## src/rtl/bus_fabric.sv

```systemverilog
`default_nettype none
// =============================================================================
// Module   : bus_fabric
// Brief    : Single-master address-decode fabric. Routes one master request to
//            one of NUM_SLAVES slaves selected by base/mask regions, registers
//            the slave response back to the master and answers unmapped
//            addresses with an error response. Define BUS_FABRIC_TIMEOUT_EN to
//            also answer unresponsive slaves with an error after
//            TIMEOUT_CYCLES cycles.
// Revision : 1.0 - initial release
// =============================================================================
module bus_fabric #(
   parameter int                           NUM_SLAVES     = 4,
   parameter int                           ADDR_W         = 32,
   parameter int                           DATA_W         = 32,
   parameter logic [NUM_SLAVES*ADDR_W-1:0] BASE           = {32'h8000_0000, 32'h0003_0000,
                                                             32'h0002_0000, 32'h0000_0000},
   parameter logic [NUM_SLAVES*ADDR_W-1:0] MASK           = {32'h8000_0000, 32'h8003_0000,
                                                             32'hFFFF_0000, 32'hFFFE_0000},
   parameter int                           TIMEOUT_CYCLES = 255,
   parameter logic [DATA_W-1:0]            ERR_DATA       = 32'hDEAD_BEEF
) (
   input  logic                         clk,
   input  logic                         reset,
   // master side
   input  logic [ADDR_W-1:0]            m_address,
   input  logic                         m_rw_req,
   input  logic                         m_rw,
   input  logic [DATA_W-1:0]            m_write_data,
   input  logic [1:0]                   m_size,
   output logic [DATA_W-1:0]            m_read_data,
   output logic                         m_rec,
   output logic                         m_err,
   // slave side
   output logic [ADDR_W-1:0]            s_address,
   output logic                         s_rw,
   output logic [DATA_W-1:0]            s_write_data,
   output logic [1:0]                   s_size,
   output logic [NUM_SLAVES-1:0]        s_rw_req,
   input  logic [NUM_SLAVES*DATA_W-1:0] s_read_data,
   input  logic [NUM_SLAVES-1:0]        s_data_valid
);

   localparam int SEL_W = (NUM_SLAVES > 1) ? $clog2(NUM_SLAVES) : 1;

   typedef enum logic [1:0] {
      ST_IDLE   = 2'd0,
      ST_ACTIVE = 2'd1,
      ST_DONE   = 2'd2
   } state_t;

   // ---------------------------------------------------------------------------
   // Elaboration-time parameter sanity checks
   // ---------------------------------------------------------------------------
   if (NUM_SLAVES < 1 || NUM_SLAVES > 8) begin : g_bad_num_slaves
      $error("bus_fabric: NUM_SLAVES must be in 1..8");
   end
   if (TIMEOUT_CYCLES < 1) begin : g_bad_timeout
      $error("bus_fabric: TIMEOUT_CYCLES must be at least 1");
   end

   // ---------------------------------------------------------------------------
   // Registered state
   // ---------------------------------------------------------------------------
   state_t                  state_q;
   logic [SEL_W-1:0]        sel_q;
   logic [ADDR_W-1:0]       s_address_q;
   logic                    s_rw_q;
   logic [DATA_W-1:0]       s_write_data_q;
   logic [1:0]              s_size_q;
   logic [NUM_SLAVES-1:0]   s_rw_req_q;
   logic [DATA_W-1:0]       m_read_data_q;
   logic                    m_rec_q;
   logic                    m_err_q;

`ifdef BUS_FABRIC_TIMEOUT_EN
   localparam int                CNT_W    = $clog2(TIMEOUT_CYCLES + 1);
   // The counter holds the number of ACTIVE cycles already spent; the cycle in
   // which it would reach TIMEOUT_CYCLES is the expiry cycle.
   localparam logic [CNT_W-1:0]  CNT_LAST = CNT_W'(TIMEOUT_CYCLES - 1);
   logic [CNT_W-1:0]             cnt_q;
`endif

   // ---------------------------------------------------------------------------
   // Address decode
   // ---------------------------------------------------------------------------
   logic                    dec_hit;
   logic [SEL_W-1:0]        dec_sel;
   logic [NUM_SLAVES-1:0]   dec_onehot;

   // Scan regions from highest to lowest so the lowest matching index wins.
   always_comb begin
      dec_hit    = 1'b0;
      dec_sel    = '0;
      dec_onehot = '0;
      for (int i = NUM_SLAVES - 1; i >= 0; i--) begin
         if ((m_address & MASK[i*ADDR_W +: ADDR_W]) == BASE[i*ADDR_W +: ADDR_W]) begin
            dec_hit       = 1'b1;
            dec_sel       = SEL_W'(i);
            dec_onehot    = '0;
            dec_onehot[i] = 1'b1;
         end
      end
   end

   // ---------------------------------------------------------------------------
   // Selected-slave response mux: only the latched slave is ever observed
   // ---------------------------------------------------------------------------
   logic [DATA_W-1:0] slv_rdata [NUM_SLAVES];

   for (genvar g = 0; g < NUM_SLAVES; g++) begin : g_slv_rdata
      assign slv_rdata[g] = s_read_data[g*DATA_W +: DATA_W];
   end

   logic              sel_valid;
   logic [DATA_W-1:0] sel_rdata;

   assign sel_valid = s_data_valid[sel_q];
   assign sel_rdata = slv_rdata[sel_q];

   // ---------------------------------------------------------------------------
   // Transaction FSM with registered master and slave outputs
   // ---------------------------------------------------------------------------
   // Sequences IDLE -> ACTIVE -> DONE (or IDLE -> DONE on a decode error).
   always_ff @(posedge clk or posedge reset) begin
      if (reset) begin
         state_q        <= ST_IDLE;
         sel_q          <= '0;
         s_address_q    <= '0;
         s_rw_q         <= 1'b0;
         s_write_data_q <= '0;
         s_size_q       <= '0;
         s_rw_req_q     <= '0;
         m_read_data_q  <= '0;
         m_rec_q        <= 1'b0;
         m_err_q        <= 1'b0;
`ifdef BUS_FABRIC_TIMEOUT_EN
         cnt_q          <= '0;
`endif
      end else begin
         case (state_q)
            ST_IDLE: begin
               if (m_rw_req) begin
                  if (dec_hit) begin
                     // Latch the whole request so later master changes cannot
                     // disturb the slave while it works.
                     s_address_q    <= m_address;
                     s_rw_q         <= m_rw;
                     s_write_data_q <= m_write_data;
                     s_size_q       <= m_size;
                     sel_q          <= dec_sel;
                     s_rw_req_q     <= dec_onehot;
`ifdef BUS_FABRIC_TIMEOUT_EN
                     cnt_q          <= '0;
`endif
                     state_q        <= ST_ACTIVE;
                  end else begin
                     // Unmapped: answer directly, no slave is touched.
                     m_read_data_q <= ERR_DATA;
                     m_err_q       <= 1'b1;
                     m_rec_q       <= 1'b1;
                     state_q       <= ST_DONE;
                  end
               end
            end

            ST_ACTIVE: begin
               if (sel_valid) begin
                  // A valid response always takes priority over expiry.
                  m_read_data_q <= sel_rdata;
                  m_err_q       <= 1'b0;
                  m_rec_q       <= 1'b1;
                  s_rw_req_q    <= '0;
                  state_q       <= ST_DONE;
               end
`ifdef BUS_FABRIC_TIMEOUT_EN
               else if (cnt_q == CNT_LAST) begin
                  m_read_data_q <= ERR_DATA;
                  m_err_q       <= 1'b1;
                  m_rec_q       <= 1'b1;
                  s_rw_req_q    <= '0;
                  cnt_q         <= cnt_q + 1'b1;
                  state_q       <= ST_DONE;
               end else begin
                  cnt_q         <= cnt_q + 1'b1;
               end
`endif
            end

            ST_DONE: begin
               // Hold the response until the master releases its request, so a
               // level-held request is never issued twice.
               if (!m_rw_req) begin
                  m_rec_q <= 1'b0;
                  m_err_q <= 1'b0;
                  state_q <= ST_IDLE;
               end
            end

            default: begin
               state_q    <= ST_IDLE;
               s_rw_req_q <= '0;
               m_rec_q    <= 1'b0;
               m_err_q    <= 1'b0;
            end
         endcase
      end
   end

   // ---------------------------------------------------------------------------
   // Output assignments
   // ---------------------------------------------------------------------------
   assign s_address    = s_address_q;
   assign s_rw         = s_rw_q;
   assign s_write_data = s_write_data_q;
   assign s_size       = s_size_q;
   assign s_rw_req     = s_rw_req_q;
   assign m_read_data  = m_read_data_q;
   assign m_rec        = m_rec_q;
   assign m_err        = m_err_q;

endmodule
`default_nettype wire

```

## config.mk

```make
export PLATFORM = sky130hd
export DESIGN_NAME = bus_fabric
export DESIGN_NICKNAME = d
export VERILOG_FILES = /design/src/rtl/bus_fabric.sv
export SDC_FILE = /design/constraint.sdc
export NUM_CORES = 1
export LEC_CHECK = 0
export BUFFER_PORTS_ARGS = -buffer_cell sky130_fd_sc_hd__clkbuf_2
export CELL_PAD_IN_SITES_DETAIL_PLACEMENT = 1
export CELL_PAD_IN_SITES_GLOBAL_PLACEMENT = 2
export CORE_MARGIN = 1.5
export CORE_UTILIZATION = 28
export DETAILED_ROUTE_END_ITERATION = 12
export GPL_TIMING_DRIVEN = 0
export PLACE_DENSITY = 0.95
export SKIP_LAST_GASP = 1
export SLEW_MARGIN = 20
export SYNTH_ARGS = -nofsm -noshare
export SYNTH_HDL_FRONTEND = slang
export SYNTH_SLANG_ARGS = --single-unit
```

## constraint.sdc

```tcl
create_clock -name clk -period 13.6 [get_ports clk]
set_clock_uncertainty 0.15 [all_clocks]
set_input_delay 4.08 -clock clk [delete_from_list [all_inputs] [get_ports clk]]
set_output_delay 4.08 -clock clk [all_outputs]
set_load 0.01 [all_outputs]
```

==> run metrics <==
die height=137 µm; Worst Path Arrival=5910 ps; asr flop ratio synth=100%; Routed wire per std cell=17.6 µm; maximum buffer depth of the clock tree=2; vias per cell=4.62; fmax=0.171 GHz; post-synthesis cell area=0.00505 mm²; net count after synthesis=582; Sum Neg Setup Slack=0 ps; grt total ovfl=0; slew margin rel.=58.3%; xor/xnor cell area share of the yosys netlist=0%; most common cell in the netlist=dfrtp_1; area post-placement=0.00689 mm²; GPL Wtd Cong=0.783; CTS H-tree lvls=3; initial antenna violation count=0; number of global-route vias before repair=4472; crit share post-route=43.0%; Post-Synth Simple-Gate Area=7.71%; main combinational cell family by area after synthesis=multiplexers; Worst Path Required=13670 ps; # DRC=0; Top Family by Delay on Critical Path=simple AND/OR/NAND/NOR gates; largest area contributor in the netlist=dfrtp_1; crit path max fanout=10; Core Region=0.0175 mm²; CP Class=in -> reg; CP Cell Sequence=clkbuf_2, nor4_1, nand4_1, a21boi_4, buf_4, mux2_1; Post-synth EDFFs=0; Gate Count Post-Synth=380; Levels on crit path=6; Die Width=137 µm; Peak supply drop=0.0000780 V; area grow syn2layout=42.3%; fin area=0.00718 mm²; antenna viol nets, final=0; final non-filler cell total=928; HPWL after detailed placement=13600 µm; Reg2Reg Depth=6; final WL=16400 µm; Yosys warning total=0; complex-gate fraction of the synthesized area=5.43%; Yosys top cell area share=54.0%; DP Worst Slack=7380 ps; adder-cell share of the synthesized area=0%; Inserted Clock Buffers=9; Buf/Inv on CP=2; commonest cells in the netlist=dfrtp_1, nor2_1, mux2_1, mux4_2, a21oi_1; RSZ-0062 raised after global routing=no; iteration count of the initial detailed-routing pass=4; slew of the pin with the lowest slew margin=626 ps; final hold viol count=0; PwrDens=196 mW/mm²; diode count=0; CTS Hold Bufs=0; # setup viols final=0; CP peak stage delay=410 ps; Post-CTS Resized=0; first-pass GRT wire length=24400 µm; CP max-delay cell=nor4_1; largest net degree at the start of global routing=56; Area contributors post-synth=dfrtp_1, mux4_2, mux2_1; syn_area_per_cell=13.3 µm²; Worst Hold Path Cells=1; layout cells sized above 1=57.0%; number of nets in the layout=900; Worst-Skew Late Latency=340 ps; Initial Util=28.9%; post-CTS setup buffer count=0; DP Cell Count=912; Netlist cell types=29; std cell rows=48; Worst setup EP type=flip-flop; Leak Pwr=0.00353 µW; max-cap viol count=0; CTS Sinks=109; root buf cell=clkbuf_16; startpoint types=input port; post-synthesis mux area share=29.8%; PortBufs=306; via count=4283; fin util=41.1%; synthesis-stage register bit count=109; Die Footprint=0.0188 mm²; IO Pins=307; GRT Util Overall=17.2%; DR iter-0 viols=137; Hold Crit Class=reg -> reg; Final WS setup=7760 ps; outcome=finished clean; CTS tree=built; Tmin final=5840 ps; clock transition at the registers of the reported paths=80 ps; fin. max-slew vios=0; top_reg_cell synth=dfrtp_1; register area share after synthesis=54.0%
[logic make-up after synthesis]
logic type,count (synthesis)
AO/OA/AOI/OAI,49
AND/OR/NAND/NOR,91
buffers and inverters,30
multiplexers,101
flip-flops,109
[metrics by stage]
step	power (µW)	hold WS, ps
global route	1520	350
global placement	1150	316
finish	1410	336
floorplan	909	362
detailed placement	1180	324
CTS	1440	342
[path summary, 6_finish.rpt]
check                      slack (ps)                     endpoint                        start
min reg2reg                       340  s_write_data[3]$_DFFE_PP0P_  s_write_data[3]$_DFFE_PP0P_
max                              7760        s_size[1]$_DFFE_PP0P_                m_address[24]
min                               340  s_write_data[3]$_DFFE_PP0P_  s_write_data[3]$_DFFE_PP0P_
min in group asynchronous        3610     s_address[0]$_DFFE_PP0P_                        reset
max in group asynchronous        9030  m_read_data[31]$_DFFE_PP0P_                        reset
max reg2reg                     11190        s_size[1]$_DFFE_PP0P_       state_q[0]$_DFFE_PP0P_
[state kept, by name (all words and copies together) (netlist names)]
name,cells
m_read_data,32
s_address,32
s_write_data,32
s_rw_req,4
s_size,2
sel_q,2
state_q,2
m_err,1
m_rec,1
s_rw,1
[cells in the final DEF, fill, tap and decap left out, types with 13 or more instances in the layout]
cell type	n
clkbuf_2	306
dfrtp_1	109
nor2_1	52
mux2_1	41
mux4_2	33
a21oi_1	29
mux2_2	25
nand2_1	23
o21ai_0	14
buf_2	13
[area by class of cell]
class                   instances  area (µm²)
plain buffers                  27         140
well taps                     225         282
flip-flops and latches        109        2730
clock inverters                 6        58.8
inverters                       3        16.3
fillers                      2009       10300
repair buffers                307        1560
clock buffers                  10         229
multi-input cells             241        2170
[routing by layer]
| layer | up-vias | track usage, % | share of wire [%] |
|---|---|---|---|
| li1 | 2011 | - | - |
| met1 | 2066 | 20.0 | 38 |
| met2 | 187 | 31.1 | 53 |
| met3 | 19 | 4.01 | 7.4 |
| met4 | 0 | 5.67 | 1.8 |
| met5 | - | 0 | 0 |
[where the power goes]
part / switching, µW / total, µW / internal, µW
combinational: 316 / 618 / 301
sequential: 70.3 / 539 / 468
clock: 126 / 255 / 128
Power figures use the tool's default switching activity.
